===== src/rtl/mm_drv_pkg.sv =====
// -----------------------------------------------------------------------------
// mm_drv_pkg
// Shared definitions for the Wishbone driver of the 2x2 8-bit matrix-multiply
// engine: register offsets (word index, wbs_adr_i[4:2]), CTRL/STATUS bit
// positions, the sequencer state type and the operand-byte selector.
// -----------------------------------------------------------------------------
package mm_drv_pkg;

  localparam int LOAD_CYCLES = 8;
  localparam int RES_W       = 17;

  localparam logic [2:0] OFS_OPA    = 3'd0;
  localparam logic [2:0] OFS_OPB    = 3'd1;
  localparam logic [2:0] OFS_CTRL   = 3'd2;
  localparam logic [2:0] OFS_STATUS = 3'd3;
  localparam logic [2:0] OFS_RES0   = 3'd4;
  localparam logic [2:0] OFS_RES1   = 3'd5;
  localparam logic [2:0] OFS_RES2   = 3'd6;
  localparam logic [2:0] OFS_RES3   = 3'd7;

  localparam int CTRL_START_BIT = 0;
  localparam int CTRL_SRST_BIT  = 1;
  localparam int CTRL_IRQEN_BIT = 2;

  localparam int STAT_BUSY_BIT  = 0;
  localparam int STAT_DONE_BIT  = 1;

  typedef enum logic [1:0] {
    IDLE = 2'd0,
    LOAD = 2'd1,
    CAP  = 2'd2
  } state_e;

  // Load index k selects A00..A11 (k = 0..3) then B00..B11 (k = 4..7),
  // which is simply byte k of the concatenation {OPB, OPA}.
  function automatic logic [7:0] operand_byte(input logic [31:0] opa,
                                              input logic [31:0] opb,
                                              input logic [2:0]  k);
    logic [63:0] ops;
    ops = {opb, opa};
    return ops[{k, 3'b000} +: 8];
  endfunction

endpackage


===== src/rtl/mm_drv_seq.sv =====
// -----------------------------------------------------------------------------
// mm_drv_seq
// Sequencer for the matrix-multiply engine pin protocol. From IDLE an accepted
// start walks the eight operand bytes onto mm_sel_in/mm_input_val with
// execute low, then steps mm_sel_out through C00..C11 with execute high,
// holding each index SETTLE_CYCLES cycles and requesting a capture on the
// last one. abort_i returns to IDLE and pulses the engine reset for a cycle.
//
// Ports:
//   clk_i, srst_i        clock, synchronous active-high reset
//   start_i, abort_i     run request (ignored unless IDLE), abort (wins)
//   opa_i, opb_i         operand words, byte k = operand k
//   mm_*_o               registered engine pins
//   busy_o               sequencer not IDLE
//   done_pulse_o         one cycle, coincides with the final capture
//   res_we_o, res_idx_o  capture mm_result into RES[res_idx_o] at this edge
// -----------------------------------------------------------------------------
module mm_drv_seq
  import mm_drv_pkg::*;
#(
  parameter int SETTLE_CYCLES = 1
) (
  input  logic        clk_i,
  input  logic        srst_i,
  input  logic        start_i,
  input  logic        abort_i,
  input  logic [31:0] opa_i,
  input  logic [31:0] opb_i,
  output logic        mm_reset_n_o,
  output logic        mm_execute_o,
  output logic [2:0]  mm_sel_in_o,
  output logic [7:0]  mm_input_val_o,
  output logic [1:0]  mm_sel_out_o,
  output logic        busy_o,
  output logic        done_pulse_o,
  output logic        res_we_o,
  output logic [1:0]  res_idx_o
);

  localparam logic [3:0] SETTLE_LAST = 4'(SETTLE_CYCLES - 1);
  localparam logic [2:0] LOAD_LAST   = 3'(LOAD_CYCLES - 1);

  state_e     state_q, state_d;
  logic [2:0] k_q, k_d;        // load index
  logic [1:0] j_q, j_d;        // result index
  logic [3:0] s_q, s_d;        // settle counter within one result index

  logic       reset_n_q;
  logic       execute_q;
  logic [2:0] sel_in_q;
  logic [7:0] val_q;
  logic [1:0] sel_out_q;

  always_comb begin
    state_d      = state_q;
    k_d          = k_q;
    j_d          = j_q;
    s_d          = s_q;
    res_we_o     = 1'b0;
    done_pulse_o = 1'b0;
    if (abort_i) begin
      state_d = IDLE;
      k_d     = '0;
      j_d     = '0;
      s_d     = '0;
    end else begin
      case (state_q)
        IDLE: begin
          if (start_i) begin
            state_d = LOAD;
            k_d     = '0;
          end
        end
        LOAD: begin
          if (k_q == LOAD_LAST) begin
            state_d = CAP;
            j_d     = '0;
            s_d     = '0;
          end else begin
            k_d = k_q + 3'd1;
          end
        end
        CAP: begin
          if (s_q == SETTLE_LAST) begin
            res_we_o = 1'b1;
            s_d      = '0;
            if (j_q == 2'd3) begin
              state_d      = IDLE;
              done_pulse_o = 1'b1;
            end else begin
              j_d = j_q + 2'd1;
            end
          end else begin
            s_d = s_q + 4'd1;
          end
        end
        default: state_d = IDLE;
      endcase
    end
  end

  // Pin registers are loaded from the next-state values so that the engine
  // sees LOAD index 0 in the very first cycle after the start is sampled.
  always_ff @(posedge clk_i) begin
    if (srst_i) begin
      state_q   <= IDLE;
      k_q       <= '0;
      j_q       <= '0;
      s_q       <= '0;
      reset_n_q <= 1'b0;
      execute_q <= 1'b1;
      sel_in_q  <= '0;
      val_q     <= '0;
      sel_out_q <= '0;
    end else begin
      state_q   <= state_d;
      k_q       <= k_d;
      j_q       <= j_d;
      s_q       <= s_d;
      reset_n_q <= ~abort_i;
      execute_q <= (state_d != LOAD);
      sel_in_q  <= (state_d == LOAD) ? k_d : 3'd0;
      val_q     <= (state_d == LOAD) ? operand_byte(opa_i, opb_i, k_d) : 8'd0;
      sel_out_q <= (state_d == CAP) ? j_d : 2'd0;
    end
  end

  assign mm_reset_n_o   = reset_n_q;
  assign mm_execute_o   = execute_q;
  assign mm_sel_in_o    = sel_in_q;
  assign mm_input_val_o = val_q;
  assign mm_sel_out_o   = sel_out_q;
  assign busy_o         = (state_q != IDLE);
  assign res_idx_o      = j_q;

endmodule


===== src/rtl/mm_wb_driver.sv =====
// -----------------------------------------------------------------------------
// mm_wb_driver
// Wishbone slave that lets firmware load A/B operands into the 2x2 8-bit
// matrix-multiply engine, run it, and read back the four 17-bit products.
//
// Ports:
//   wb_clk_i, wb_rst_i          clock, synchronous active-high reset
//   wbs_cyc_i/stb_i/we_i/sel_i  Wishbone request
//   wbs_adr_i, wbs_dat_i        address (word offset in [4:2]), write data
//   wbs_ack_o, wbs_dat_o        one-cycle ack, registered read data
//   mm_reset_n .. mm_sel_out    registered engine pins
//   mm_result                   engine product (combinational in sel_out)
//   irq_o                       done & irq_en, level
// Registers: OPA, OPB, CTRL{irq_en,soft_reset,start}, STATUS{done,busy},
//            RES0..RES3.
// -----------------------------------------------------------------------------
module mm_wb_driver
  import mm_drv_pkg::*;
#(
  parameter logic [31:0] ADDR_BASE     = 32'h3000_0000,
  parameter int          SETTLE_CYCLES = 1
) (
  input  logic             wb_clk_i,
  input  logic             wb_rst_i,
  input  logic             wbs_stb_i,
  input  logic             wbs_cyc_i,
  input  logic             wbs_we_i,
  input  logic [3:0]       wbs_sel_i,
  input  logic [31:0]      wbs_adr_i,
  input  logic [31:0]      wbs_dat_i,
  output logic             wbs_ack_o,
  output logic [31:0]      wbs_dat_o,
  output logic             mm_reset_n,
  output logic             mm_execute,
  output logic [2:0]       mm_sel_in,
  output logic [7:0]       mm_input_val,
  output logic [1:0]       mm_sel_out,
  input  logic [RES_W-1:0] mm_result,
  output logic             irq_o
);

  logic             ack_q;
  logic [31:0]      dat_q, rdata_d;
  logic [31:0]      opa_q, opa_d, opb_q, opb_d;
  logic             irq_en_q, irq_en_d;
  logic             done_q, done_d;
  logic [RES_W-1:0] res_q [4];
  logic [RES_W-1:0] res_d [4];

  logic       req_valid, req_accept, wr_accept;
  logic [2:0] ofs;
  logic       ctrl_wr, start_req, abort, start_acc, done_clr;
  logic       opa_wr, opb_wr;
  logic       busy, done_pulse, res_we;
  logic [1:0] res_idx;
  logic       unused_ok;

  assign unused_ok = ^wbs_adr_i[1:0];

  // A request is not accepted in the ack cycle itself, so a held request
  // is acknowledged every other cycle and each access has a single effect.
  assign req_valid  = wbs_cyc_i & wbs_stb_i & (wbs_adr_i[31:5] == ADDR_BASE[31:5]);
  assign req_accept = req_valid & ~ack_q;
  assign wr_accept  = req_accept & wbs_we_i;
  assign ofs        = wbs_adr_i[4:2];

  assign ctrl_wr   = wr_accept & (ofs == OFS_CTRL) & wbs_sel_i[0];
  assign start_req = ctrl_wr & wbs_dat_i[CTRL_START_BIT];
  assign abort     = ctrl_wr & wbs_dat_i[CTRL_SRST_BIT];
  assign start_acc = start_req & ~abort & ~busy;
  assign done_clr  = wr_accept & (ofs == OFS_STATUS) & wbs_sel_i[0]
                   & wbs_dat_i[STAT_DONE_BIT];

  // Operands are frozen while the sequencer is reading them.
  assign opa_wr = wr_accept & (ofs == OFS_OPA) & ~busy;
  assign opb_wr = wr_accept & (ofs == OFS_OPB) & ~busy;

  for (genvar gi = 0; gi < 4; gi++) begin : g_opbyte
    assign opa_d[gi*8 +: 8] = (opa_wr & wbs_sel_i[gi]) ? wbs_dat_i[gi*8 +: 8] : opa_q[gi*8 +: 8];
    assign opb_d[gi*8 +: 8] = (opb_wr & wbs_sel_i[gi]) ? wbs_dat_i[gi*8 +: 8] : opb_q[gi*8 +: 8];
  end

  for (genvar gi = 0; gi < 4; gi++) begin : g_res
    assign res_d[gi] = (res_we && (res_idx == 2'(gi))) ? mm_result : res_q[gi];
  end

  assign irq_en_d = ctrl_wr ? wbs_dat_i[CTRL_IRQEN_BIT] : irq_en_q;

  // A fresh start clears a stale done; completion beats a simultaneous clear.
  always_comb begin
    done_d = done_q;
    if (start_acc)       done_d = 1'b0;
    else if (done_pulse) done_d = 1'b1;
    else if (done_clr)   done_d = 1'b0;
  end

  always_comb begin
    rdata_d = '0;
    case (ofs)
      OFS_OPA:    rdata_d = opa_q;
      OFS_OPB:    rdata_d = opb_q;
      OFS_CTRL:   rdata_d[CTRL_IRQEN_BIT] = irq_en_q;
      OFS_STATUS: begin
        rdata_d[STAT_BUSY_BIT] = busy;
        rdata_d[STAT_DONE_BIT] = done_q;
      end
      default:    rdata_d[RES_W-1:0] = res_q[ofs[1:0]];
    endcase
  end

  always_ff @(posedge wb_clk_i) begin
    if (wb_rst_i) begin
      ack_q    <= 1'b0;
      dat_q    <= '0;
      opa_q    <= '0;
      opb_q    <= '0;
      irq_en_q <= 1'b0;
      done_q   <= 1'b0;
      for (int n = 0; n < 4; n++) res_q[n] <= '0;
    end else begin
      ack_q    <= req_accept;
      dat_q    <= (req_accept & ~wbs_we_i) ? rdata_d : 32'd0;
      opa_q    <= opa_d;
      opb_q    <= opb_d;
      irq_en_q <= irq_en_d;
      done_q   <= done_d;
      for (int n = 0; n < 4; n++) res_q[n] <= res_d[n];
    end
  end

  mm_drv_seq #(
    .SETTLE_CYCLES(SETTLE_CYCLES)
  ) u_seq (
    .clk_i         (wb_clk_i),
    .srst_i        (wb_rst_i),
    .start_i       (start_acc),
    .abort_i       (abort),
    .opa_i         (opa_q),
    .opb_i         (opb_q),
    .mm_reset_n_o  (mm_reset_n),
    .mm_execute_o  (mm_execute),
    .mm_sel_in_o   (mm_sel_in),
    .mm_input_val_o(mm_input_val),
    .mm_sel_out_o  (mm_sel_out),
    .busy_o        (busy),
    .done_pulse_o  (done_pulse),
    .res_we_o      (res_we),
    .res_idx_o     (res_idx)
  );

  assign wbs_ack_o = ack_q;
  assign wbs_dat_o = dat_q;
  assign irq_o     = done_q & irq_en_q;

endmodule


===== config.mk =====
export PLATFORM = sky130hd
export DESIGN_NAME = mm_wb_driver
export DESIGN_NICKNAME = d
export VERILOG_FILES = /design/src/rtl/mm_drv_pkg.sv /design/src/rtl/mm_drv_seq.sv /design/src/rtl/mm_wb_driver.sv
export SDC_FILE = /design/constraint.sdc
export NUM_CORES = 1
export LEC_CHECK = 0
export ABC_AREA = 1
export CAP_MARGIN = 10
export CORE_MARGIN = 5
export CORE_UTILIZATION = 35
export DETAILED_ROUTE_END_ITERATION = 8
export SETUP_SLACK_MARGIN = 0.2
export SLEW_MARGIN = 25
export SYNTH_ARGS = -nofsm -noshare
export SYNTH_HDL_FRONTEND = slang
export SYNTH_SLANG_ARGS = --single-unit
export TNS_END_PERCENT = 1

===== constraint.sdc =====
create_clock -name wb_clk_i -period 8.35 [get_ports wb_clk_i]
set_input_delay 1.67 -clock wb_clk_i [delete_from_list [all_inputs] [get_ports wb_clk_i]]
set_output_delay 1.67 -clock wb_clk_i [all_outputs]
set_load 0.03 [all_outputs]

Yosys cells after proc, flatten, opt, wreduce, memory -nomap -nowiden --
Memories as Yosys holds them, arrays and structs flattened. Cells that the tools add are included.
Storage, ports and cells: register bits after elaboration 125, latch bits 0, memory bits (writable) 68, memory bits (read-only) 0, output and inout port bits 49, memories kept 1
Cells by class: $add $sub $neg 3, $mul 0, div/mod/pow operators 0, magnitude comparators 0, equality and inequality tests 18, shift operators 1, muxes and demuxes 42, bitwise gates (word level) 38, reduce and logical (&&, ||, !) cells 22
Memories:
- res_q | words 4, width 17, rd ports 1, clocked after Yosys merged registers in 0, wr ports 4, RTL line mm_wb_driver.sv:47 | logic [RES_W-1:0] res_q [4];
Operators by type and width (number):
- 17-bit two-way mux | 8
- 64-bit by 7-bit variable part select with 8-bit output | 1
- 14-bit case mux with 3 select lines | 1
- 15-bit case mux with 2 select lines | 1
- 1-bit bitwise AND | 27
- 27-bit by 25-bit == test with 1-bit output (second input constant) | 1
- 2-bit two-way mux | 9
- 1-bit two-way mux | 12
- 2-bit OR reduction | 6
- 2-bit AND reduction | 5
- 3-bit two-way mux | 3
- 2-bit == test (second input constant) | 4
- 4-bit two-way mux | 2
- 2-bit case mux with 4 select lines | 1
- 4-bit case mux with 2 select lines | 1
- 1-bit NOT | 7
- 2-bit by 1-bit == test with 1-bit output (second input constant) | 3
- 3-bit by 2-bit == test with 1-bit output (second input constant) | 2
- 2-bit case mux with 3 select lines | 1
- 3-bit case mux with 2 select lines | 1
- 2-bit nonzero test | 3
- 4-bit by 1-bit adder with 4-bit output (second input constant) | 1
- 1-bit logical AND | 4
- 2-bit zero test | 2
- 11 further kinds | 18

Depth between registers and ports, before layout --
word-level depth 16, gate-level depth with buffers 16

Cells and area by module --
From an unflattened synthesis, not the netlist that was laid out.
Unflattened totals: cell total of the unflattened synthesis 1195, area total of the unflattened synthesis 9290.2 um^2
Modules (own cells, without submodules):
- mm_wb_driver | times used 1, cells each 888, area each 7287.0 um^2
- mm_drv_seq | times used 1, cells each 307, area each 2003.2 um^2

Worst setup path before layout --
No wires, ideal clock.
path type input -> register, start point in wbs_cyc_i, end point mem res_q[0][0], enable pin, arrival 3.555 ns, slack 4.377 ns, stages on the path 9, buffers on the path 0, path through nand2_1 > inv_1 > nand2_1 > nor2_1 > nand2_1 > nor2_4 > nand4_4 > nand2_1 > o31ai_1
RTL lines:
- start: declaration | RTL line mm_wb_driver.sv:26 | input logic wbs_cyc_i,
- end: declaration | RTL line mm_wb_driver.sv:47

Worst setup path after layout --
start point in wbs_adr_i[2], end point reg opb_q[16]
Between the ends: cells in the longest elaborated chain, start to end 4
Ends and longest elaborated chain:
- start: declaration | RTL line mm_wb_driver.sv:29 | input logic [31:0] wbs_adr_i,
- 3-bit by 1-bit == test with 1-bit output | RTL line mm_wb_driver.sv:76 | assign opb_wr = wr_accept & (ofs == OFS_OPB) & ~busy;
- 1-bit bitwise AND (2 in series) | RTL line mm_wb_driver.sv:76
- 1-bit bitwise AND | RTL line mm_wb_driver.sv:80 | assign opb_d[gi*8 +: 8] = (opb_wr & wbs_sel_i[gi]) ? wbs_dat_i[gi*8 +: 8] : opb_q[gi*8 +: 8];
- end signal: assignment | RTL line mm_wb_driver.sv:124 | opb_q <= opb_d;
- end: declaration | RTL line mm_wb_driver.sv:44 | logic [31:0] opa_q, opa_d, opb_q, opb_d;
Every way passes these cells. A chain may end at the register's enable or synchronous reset.

==> reports/qor.yml <==
clocking:
  cts_root_buffer: "clkbuf_16"
  cts_buffers: 17
  clkTransAtPathRegs_ns: 0.07
  cts_tree: "done"
  cts_buffer_depth: 2
  post_cts_buffers: 0
  cts_max_level: 4
  clock-sinks: 193
  cts_resized: 0
  cts_hold_buf: 0
  clk_latency_ns: 0.45
sta:
  relSlewSlack_pct: 37.1
  rsz0062_at_grt: "no"
  min_period_over_period_pct: 55.4
  drv_slew: 0
  finalCriticalPeriod_ns: 4.63
  worst_pin_slew_ns: 0.943
  fin_setup_tns_ns: 0
  hold_viol: 0
  fmaxAchievable_mhz: 216
  skew_ns: 0.0121
  setup_violations: 0
  hold_slack_ns: 0.458
synthesis:
  synth_seq_cells: 193
  ys_types: 38
  ys_seq_area_share_pct: 53.3
  synth_top_area_share_pct: 29.3
  yosysWarnings: 0
  syn_inst: 1039
  yosysTopAreaCell: "dfxtp_1"
  syn_area_per_cell_sq_um: 8.21
  synth_area_sq_mm: 0.00853
  syn_nets: 1136
  synth.area.top_cells: "dfxtp_1 29%, edfxtp_1 24%, nand2_1 7.3%"
global_route:
  use_met1_pct: 23.2
  grt-ovfl-total: 0
  grt_pass1_wl_mm: 37.9
  met3_usage_pct: 3.09
  grt_pass1_vias: 7009
  met2_usage_pct: 28.3
  antenna_found_initial: 0
  track_usage_pct: 17.2
  busiest_layer: "met2"
  grt_max_degree: 74
power:
  ir_drop_v: 0.000116
  power_density_mw_per_mm2: 178
  total_power_uw: 1910
  p_leak_uw: 0.00411
floorplanning:
  fp.dieW_um: 166
  die_y_um: 166
  ios: 139
  row_count: 57
  design.core.area_sq_mm: 0.0242
  start_util_pct: 35.3
  fp.dieArea_sq_mm: 0.0276
critical_path:
  critPathArrivalTime_ns: 4.95
  startpoint_type: "input port"
  reg2reg_slack_ns: 5.25
  cp_max_fo: 32
  cp-end-kind: "flop"
  cp.required_ns: 8.67
  ff2ff_path_depth: 14
  critPathKind: "in -> reg"
placed_design:
  port_buffers: 136
  routabilityCongestion: 0.858
  hpwl_mm: 16.7
  dp_cells: 1455
hold_path:
  hp-class: "reg -> reg"
  hold_depth: 2
detailed_routing:
  route.detailed.drc: 0
  drt_wl_total_mm: 23.9
  avgRoutedWirePerCell_um: 16.1
  ant_nets: 0
  vias_per_cell: 4.88
  dr.pass1.iters: 7
  first_iter_violations: 595
  via_count: 7264
run_status:
  outcome: "completed"
finish:
  nets: 1250
  n_antenna_cell: 0
  syn_to_final_growth_pct: 26.3
  final_cells: 1490
  drive_above_1_share_pct: 5.23
  num-fill-cells: 2406
flow_run:
  maxCapViolations: 0
[metal layers]
metal  routed length (um)  vias to the layer above
met3                 1170                       34
met2                11400                      201
met4                  470                        0
met5                    0                        -
met1                10900                     3353
li1                     -                     3676
[cell families after synthesis]
logic type | synth area share (%)
AOI/OAI and AO/OA | 15.9
xor gates and xnor gates | 0.205
adders and majority gates | 1.03
buffers and inverters | 8.54
DFF | 53.3
and+or+nand+nor | 21.0
[placed cells by master, fill, tap and decap left out, types with 2 or more instances in the layout]
| cell | count |
|---|---|
| nor2_2 | 2 |
| nand2_2 | 2 |
| nand4_2 | 4 |
| nor2_1 | 148 |
| o31ai_4 | 3 |
| clkbuf_1 | 2 |
| clkinv_1 | 4 |
| a22oi_1 | 32 |
| clkdlybuf4s50_1 | 136 |
| nand2_1 | 167 |
| o21ai_0 | 74 |
| or2_2 | 2 |
| buf_4 | 2 |
| inv_1 | 135 |
| clkinv_2 | 2 |
| nand3_1 | 71 |
| nor4_1 | 2 |
| a21oi_1 | 101 |
| clkbuf_16 | 17 |
| xor2_1 | 2 |
| a211oi_1 | 2 |
| buf_8 | 2 |
| inv_2 | 4 |
| ha_1 | 7 |
| dfxtp_1 | 125 |
| clkinvlp_4 | 2 |
| nand2_4 | 2 |
| edfxtp_1 | 68 |
| nor3_1 | 3 |
| a221oi_1 | 19 |
| inv_6 | 6 |
| nor3_4 | 2 |
| nor2_4 | 4 |
[worst max-delay path: stages]
cell             delay (ns)
clkdlybuf4s50_1        0.55
inv_1                  0.09
nor2_2                 0.72
inv_1                  0.18
nor2_4                 0.71
nand2_1                0.35
nor2_1                 0.16
inv_1                  0.22
o21ai_0                0.23
a21oi_1                0.06
[synthesized netlist by cell type (all sizes together)]
master / number
nand2: 171
nor2: 155
inv: 140
dfxtp: 125
a21oi: 101
o21ai: 74
nand3: 71
edfxtp: 68
a22oi: 32
clkbuf: 30
a221oi: 19
buf: 16
ha: 7
nand4: 6
nor3: 5
o31ai: 3
or2: 3
a211oi: 2
clkinv: 2
nor4: 2
xor2: 2
a21boi: 1
a22o: 1
a311oi: 1
o22ai: 1
o311ai: 1
[power breakdown]
| group | total (uW) | switching [uW] | internal, uW |
|---|---|---|---|
| sequential | 991 | 4.54 | 987 |
| combinational | 122 | 65.6 | 56.0 |
| clock | 799 | 382 | 417 |
[per-stage QoR]
stage	worst slack [ns]	cell area, sq um	utilization, %
detailed placement	3.19	10200	42.1
finish	3.72	10800	44.5
floorplan	4.38	8530	-
CTS	3.67	10700	44.4
global route	3.41	10800	44.5
global placement	3.20	10200	42.1
[final cells by class]
class | instances | area [sq um] | area share, %
multi-input combinational | 658 | 3310 | 30.8
clock buffer | 19 | 433 | 4.02
sequential | 193 | 4540 | 42.2
inverter | 142 | 533 | 4.95
tap | 324 | 405 | 3.76
timing repair buffer | 141 | 1420 | 13.2
clock inverter | 13 | 123 | 1.14
[sequential cells by signal, summed over array words and instances, names as in the netlist, 3 cells and up]
signal,flops
u_seq.mm_sel_in_o,3
u_seq.k_q,3
wbs_dat_o,32
res_q,68
u_seq.mm_input_val_o,8
u_seq.s_q,4
opa_q,32
opb_q,32
[final timing paths]
| path | end | start |
|---|---|---|
| setup / recovery | opb_q[16] | wbs_adr_i[2] |
| hold / removal | wbs_dat_o[28] | opa_q[28] |
| setup reg to reg | u_seq.mm_input_val_o[1] | u_seq.state_q[1] |
| hold reg to reg | wbs_dat_o[28] | opa_q[28] |
(Power assumes the default switching activity.)
